[src/rtl/branch_resolver.sv]
// EXEC-stage branch resolver: mispredict redirect/flush plus a predictor-update FIFO.
// Optional saturating statistics counters are enabled by defining BRANCH_RESOLVER_STATS_EN.
module branch_resolver #(
  parameter int UPD_DEPTH    = 4,
  parameter int FLUSH_CYCLES = 2,
  parameter int INSTR_BYTES  = 4
) (
  input  logic        clk,
  input  logic        reset,
  input  logic        x_valid,
  input  logic        x_is_branch,
  input  logic [31:0] x_pc,
  input  logic        x_taken,
  input  logic [31:0] x_target,
  input  logic        x_pred_valid,
  input  logic [31:0] x_pred_addr,
  output logic        x_stall,
  output logic        redirect_valid,
  output logic [31:0] redirect_addr,
  output logic        flush,
  output logic        upd_valid,
  input  logic        upd_ready,
  output logic [31:0] upd_pc,
  output logic [31:0] upd_target,
  output logic        upd_taken
`ifdef BRANCH_RESOLVER_STATS_EN
  ,
  output logic [31:0] stat_branches,
  output logic [31:0] stat_mispredicts
`endif
);

  localparam int PTR_W = $clog2(UPD_DEPTH);
  localparam int CNT_W = $clog2(FLUSH_CYCLES + 1);

  typedef enum logic {IDLE, FLUSH} state_e;

  typedef struct packed {
    logic [31:0] pc;
    logic [31:0] target;
    logic        taken;
  } upd_entry_t;

  state_e             state_q, state_d;
  logic [CNT_W-1:0]   cnt_q, cnt_d;
  logic               redirect_valid_q, redirect_valid_d;
  logic [31:0]        redirect_addr_q, redirect_addr_d;
  logic [PTR_W:0]     wr_ptr_q, wr_ptr_d, rd_ptr_q, rd_ptr_d;
  upd_entry_t         mem_q [UPD_DEPTH];
  upd_entry_t         head;

  logic        accept, mispredict, push, pop, empty, full;
  logic [31:0] fall_through, actual, predicted;

  assign fall_through = x_pc + 32'(INSTR_BYTES);
  assign actual       = x_taken ? x_target : fall_through;
  assign predicted    = x_pred_valid ? x_pred_addr : fall_through;

  // Extra pointer MSB separates full (MSBs differ) from empty (pointers equal).
  assign empty   = (wr_ptr_q == rd_ptr_q);
  assign full    = (wr_ptr_q[PTR_W] != rd_ptr_q[PTR_W]) &&
                   (wr_ptr_q[PTR_W-1:0] == rd_ptr_q[PTR_W-1:0]);
  assign pop     = upd_valid & upd_ready;
  assign x_stall = full & ~pop;
  assign push    = accept;

  always_comb begin
    // NOTE: every always_comb output gets a default first so no path can infer a latch.
    state_d          = state_q;
    cnt_d            = cnt_q;
    redirect_valid_d = 1'b0;
    redirect_addr_d  = redirect_addr_q;
    accept           = 1'b0;
    mispredict       = 1'b0;
    case (state_q)
      IDLE: begin
        accept     = x_valid & x_is_branch & ~x_stall;
        mispredict = accept & (actual != predicted);
        if (mispredict) begin
          state_d          = FLUSH;
          cnt_d            = CNT_W'(FLUSH_CYCLES - 1);
          redirect_valid_d = 1'b1;
          redirect_addr_d  = actual;
        end
      end
      FLUSH: begin
        if (cnt_q == '0) state_d = IDLE;
        else             cnt_d   = cnt_q - CNT_W'(1);
      end
    endcase
  end

  assign wr_ptr_d = push ? wr_ptr_q + (PTR_W+1)'(1) : wr_ptr_q;
  assign rd_ptr_d = pop  ? rd_ptr_q + (PTR_W+1)'(1) : rd_ptr_q;

  // NOTE: sequential state uses non-blocking assignments so every register samples pre-edge values.
  always_ff @(posedge clk or posedge reset) begin
    if (reset) begin
      state_q          <= IDLE;
      cnt_q            <= '0;
      redirect_valid_q <= 1'b0;
      redirect_addr_q  <= '0;
      wr_ptr_q         <= '0;
      rd_ptr_q         <= '0;
    end else begin
      state_q          <= state_d;
      cnt_q            <= cnt_d;
      redirect_valid_q <= redirect_valid_d;
      redirect_addr_q  <= redirect_addr_d;
      wr_ptr_q         <= wr_ptr_d;
      rd_ptr_q         <= rd_ptr_d;
    end
  end

  // NOTE: storage is deliberately not reset; the pointers alone define which entries are valid.
  always_ff @(posedge clk) begin
    if (push) mem_q[wr_ptr_q[PTR_W-1:0]] <= '{pc: x_pc, target: x_target, taken: x_taken};
  end

  assign head           = mem_q[rd_ptr_q[PTR_W-1:0]];
  assign upd_valid      = ~empty;
  assign upd_pc         = upd_valid ? head.pc     : '0;
  assign upd_target     = upd_valid ? head.target : '0;
  assign upd_taken      = upd_valid & head.taken;
  assign redirect_valid = redirect_valid_q;
  assign redirect_addr  = redirect_addr_q;
  assign flush          = (state_q == FLUSH);

`ifdef BRANCH_RESOLVER_STATS_EN
  logic [31:0] stat_branches_q, stat_mispredicts_q;

  always_ff @(posedge clk or posedge reset) begin
    if (reset) begin
      stat_branches_q    <= '0;
      stat_mispredicts_q <= '0;
    end else begin
      if (accept && stat_branches_q != '1)        stat_branches_q    <= stat_branches_q + 32'd1;
      if (mispredict && stat_mispredicts_q != '1) stat_mispredicts_q <= stat_mispredicts_q + 32'd1;
    end
  end

  assign stat_branches    = stat_branches_q;
  assign stat_mispredicts = stat_mispredicts_q;
`endif

endmodule

[config.mk]
export PLATFORM = sky130hd
export DESIGN_NAME = branch_resolver
export DESIGN_NICKNAME = d
export VERILOG_FILES = /design/src/rtl/branch_resolver.sv
export SDC_FILE = /design/constraint.sdc
export NUM_CORES = 1
export LEC_CHECK = 0
export BUFFER_PORTS_ARGS = -buffer_cell sky130_fd_sc_hd__buf_2
export CAP_MARGIN = 20
export CORE_ASPECT_RATIO = 1.4
export CORE_MARGIN = 4
export CORE_UTILIZATION = 36
export CTS_BUF_LIST = sky130_fd_sc_hd__clkbuf_8
export CTS_CLUSTER_DIAMETER = 200
export CTS_CLUSTER_SIZE = 8
export DETAILED_ROUTE_END_ITERATION = 12
export GPL_ROUTABILITY_DRIVEN = 0
export PLACE_DENSITY_LB_ADDON = 0.3
export SYNTH_ARGS = -nofsm -noshare
export SYNTH_HDL_FRONTEND = slang
export SYNTH_SLANG_ARGS = --single-unit
[constraint.sdc]
create_clock -name clk -period 3.8 [get_ports clk]
set_input_delay 0.76 -clock clk [delete_from_list [all_inputs] [get_ports clk]]
set_output_delay 0.76 -clock clk [all_outputs]
set_load 0.005 [all_outputs]
==> impl_metrics.toml <==
[floorplanning]
row_count = 90
core_area_um2 = 43130
die_w_um = 184.7
die_h_um = 255.4
die-area_um2 = 47160
ios = 204
start_util = 0.3648

[power_and_ir_drop]
leakage_nw = 7.077
peakVddDrop_mv = 0.5658
power.density_nw_per_um2 = 577.0

[worst_setup_path]
cp.arrival_ns = 3.91
end_kind = "flop"
reg2reg_depth = 9
critPathKind = "primary input to flop"
cp-endpoint = "redirect_addr[29]$_DFFE_PP0P_"
cp-startpoint = "x_pc[2]"
timing.rr.start = "rd_ptr_q[0]$_DFFE_PP0P_"
cp_max_fo = 10
start_kind = "primary input"
worst_r2r_endpoint = "redirect_addr[29]$_DFFE_PP0P_"
reg2reg_slack_ns = 0.86
cp.required_ns = 4.25

[synth]
synth-warning-count = 0
ys.flop_type = "edfxtp_1"
synth_compound_area_frac = 0.1077
synthAdderAreaFrac = 0.005567
synth_cells = 1202
syn_area_um2 = 15730
synth_edf_count = 260
ys_ff_latch = 302
synthMuxAreaShare = 0.1014
async_flop_share = 0.1391
yosys.area_share.simple = 0.1288
syn_nets = 1312
syn_area_per_cell_um2 = 13.09
synth_xor_area_frac = 0.06784
yosysSeqAreaShare = 0.5631
synth_cell_types = 76
synth_top_family_by_area = "simple AND/OR/NAND/NOR gates"

[clocking]
cts_htree_levels = 2
clk_latency_ns = 0.58
numCtsBuffers = 43
cts-root-buf = "clkbuf_8"
clk_path_buf_depth = 3
cts_tree = "done"
cts-hold-fix-buffers = 0
clkTransAtPathRegs_ns = 0.08
post_cts_buffers = 0
cts.sinks = 302
post_cts_resize_count = 0

[global_routing]
grt_max_degree = 68
grt_pass1_wl_um = 73030
track_usage = 0.2026
gr-total-overflow = 0
antenna_found_initial = 12
grt_pass1_vias = 11813

[final_layout]
layout-drive-gt1-share = 0.3265
nets = 1634
final_common_cell = "edfxtp_1"
layout_common_cells = "260 x edfxtp_1, 203 x buf_2, 149 x buf_4"
areaGrowthSynthToFinish_pct = 22.15

[routing]
drt_iter0_drc = 982
route.detailed.drc = 0
firstDrtPassIters = 6
wirelength_um = 48950
wl_per_cell_um = 23.22
vias = 11735
via_per_inst = 5.567
ant_nets = 0

[run_status]
status = "complete, no violations"

[flow_run]
drv_cap = 0

[placement]
hpwlAfterDp_um = 35480
portBuffers = 203

[sta]
relSlewSlack = 0.4503
setup_viol = 0
period_minus_slack_ns = 3.458
tightestPinTransition_ns = 0.8245
fin_skew_ns = 0.03917
whs_ns = 0.1366
rsz0062_at_grt = "false"
maxSlewViolCount = 0
clock.fmax_mhz = 289.2
period_share = 0.9100
finalHoldViolations = 0
tns_ns = 0

[hold_path]
worstHoldPathType = "primary input to async pin"
[critical path, cell delays in order]
cell	delay, ns
buf_2	0.10
ha_1	0.17
nand4_1	0.17
buf_4	0.20
or4_1	0.58
buf_4	0.20
or4_1	0.52
and2_1	0.19
o2111ai_1	0.12
nor4_1	0.08
nand4_1	0.17
or2_1	0.28
buf_4	0.24
o211ai_1	0.12
[state kept, by name (all words and copies together) (netlist names)]
| register | cells |
|---|---|
| mem_q | 260 |
| cnt_q | 2 |
| rd_ptr_q | 3 |
| redirect_addr | 32 |
| wr_ptr_q | 3 |
| flush | 1 |
| redirect_valid | 1 |
[cell usage after synthesis, drive strengths merged (18+ instances only)]
cell type  number  area (µm²)
nor2b          72       450.4
nand4          19       125.1
a21oi          60       300.3
dfrtp          42        1051
a22o           29       254.0
edfxtp        260        7807
xnor2          59       516.8
nand2          48       180.2
mux4           65        1464
o211ai         34       255.2
clkbuf         69       260.2
nor3           20       100.1
nand3          49       255.3
o21ai          48       240.2
buf            18       93.84
nor2           60       225.2
xor2           37       324.1
nor4           20       140.1
[worst min path at each step]
stage                                        from                       to  slack [ns]
after global routing                        reset     cnt_q[1]$_DFFE_PP0P_        0.14
after detailed placement  wr_ptr_q[2]$_DFFE_PP0P_  wr_ptr_q[2]$_DFFE_PP0P_        0.48
final                                       reset     cnt_q[1]$_DFFE_PP0P_        0.14
after floorplan           wr_ptr_q[2]$_DFFE_PP0P_  wr_ptr_q[2]$_DFFE_PP0P_        0.46
after CTS                                   reset     cnt_q[1]$_DFFE_PP0P_        0.41
after global placement    wr_ptr_q[2]$_DFFE_PP0P_  wr_ptr_q[2]$_DFFE_PP0P_        0.48
[cell families (layout without fill, tap and decap cells)]
group	after synthesis	count (layout)
AND/OR/NAND/NOR	364	364
flip-flops	302	302
AO/OA/AOI/OAI	245	245
XOR/XNOR	106	106
buffers and inverters	100	448
multiplexers	78	78
adder cells (fa/ha/maj)	7	7
other	0	6
[stage by stage]
stage / cells / power (mW) / worst slack, ns / cell area, µm² / utilization
6_report: 2108 / 11.09 / 0.3420 / 19220 / 0.4456
5_1_grt: 2107 / 11.79 / 0.1812 / 19210 / 0.4455
3_3_place_gp: 2030 / 8.930 / -0.1435 / 18460 / 0.4279
2_1_floorplan: 1202 / 7.035 / 0.03246 / 15740 / -
3_5_place_dp: 2030 / 8.984 / -0.1965 / 18460 / 0.4279
4_1_cts: 2101 / 11.28 / 0.3988 / 19180 / 0.4448
[where the power goes]
part | internal, mW | leakage (nW) | total [mW] | switching (mW)
Clock | 1.08 | 0.456 | 2.27 | 1.19
Sequential | 4.10 | 2.84 | 4.35 | 0.254
Combinational | 2.21 | 3.78 | 4.46 | 2.25
Total | 7.40 | 7.08 | 11.1 | 3.69
[routing by layer]
layer	wire length (µm)	vias to the layer above	global-route usage
met5	76	-	0
met4	1700	12	0.07160
met3	3220	98	0.03657
met2	24140	468	0.3358
met1	19810	5838	0.2676
li1	-	5319	-
[layout make-up]
type	instances	area [µm²]
fillers	3976	23910
flip-flops and latches	302	8864
multi-input cells	800	6499
repair buffers	364	2375
well taps	552	690.7
clock buffers	45	619.3
clock inverters	26	106.4
inverters	13	48.80
diodes	6	15.01
No activity file was read; power rests on OpenSTA's default activity.
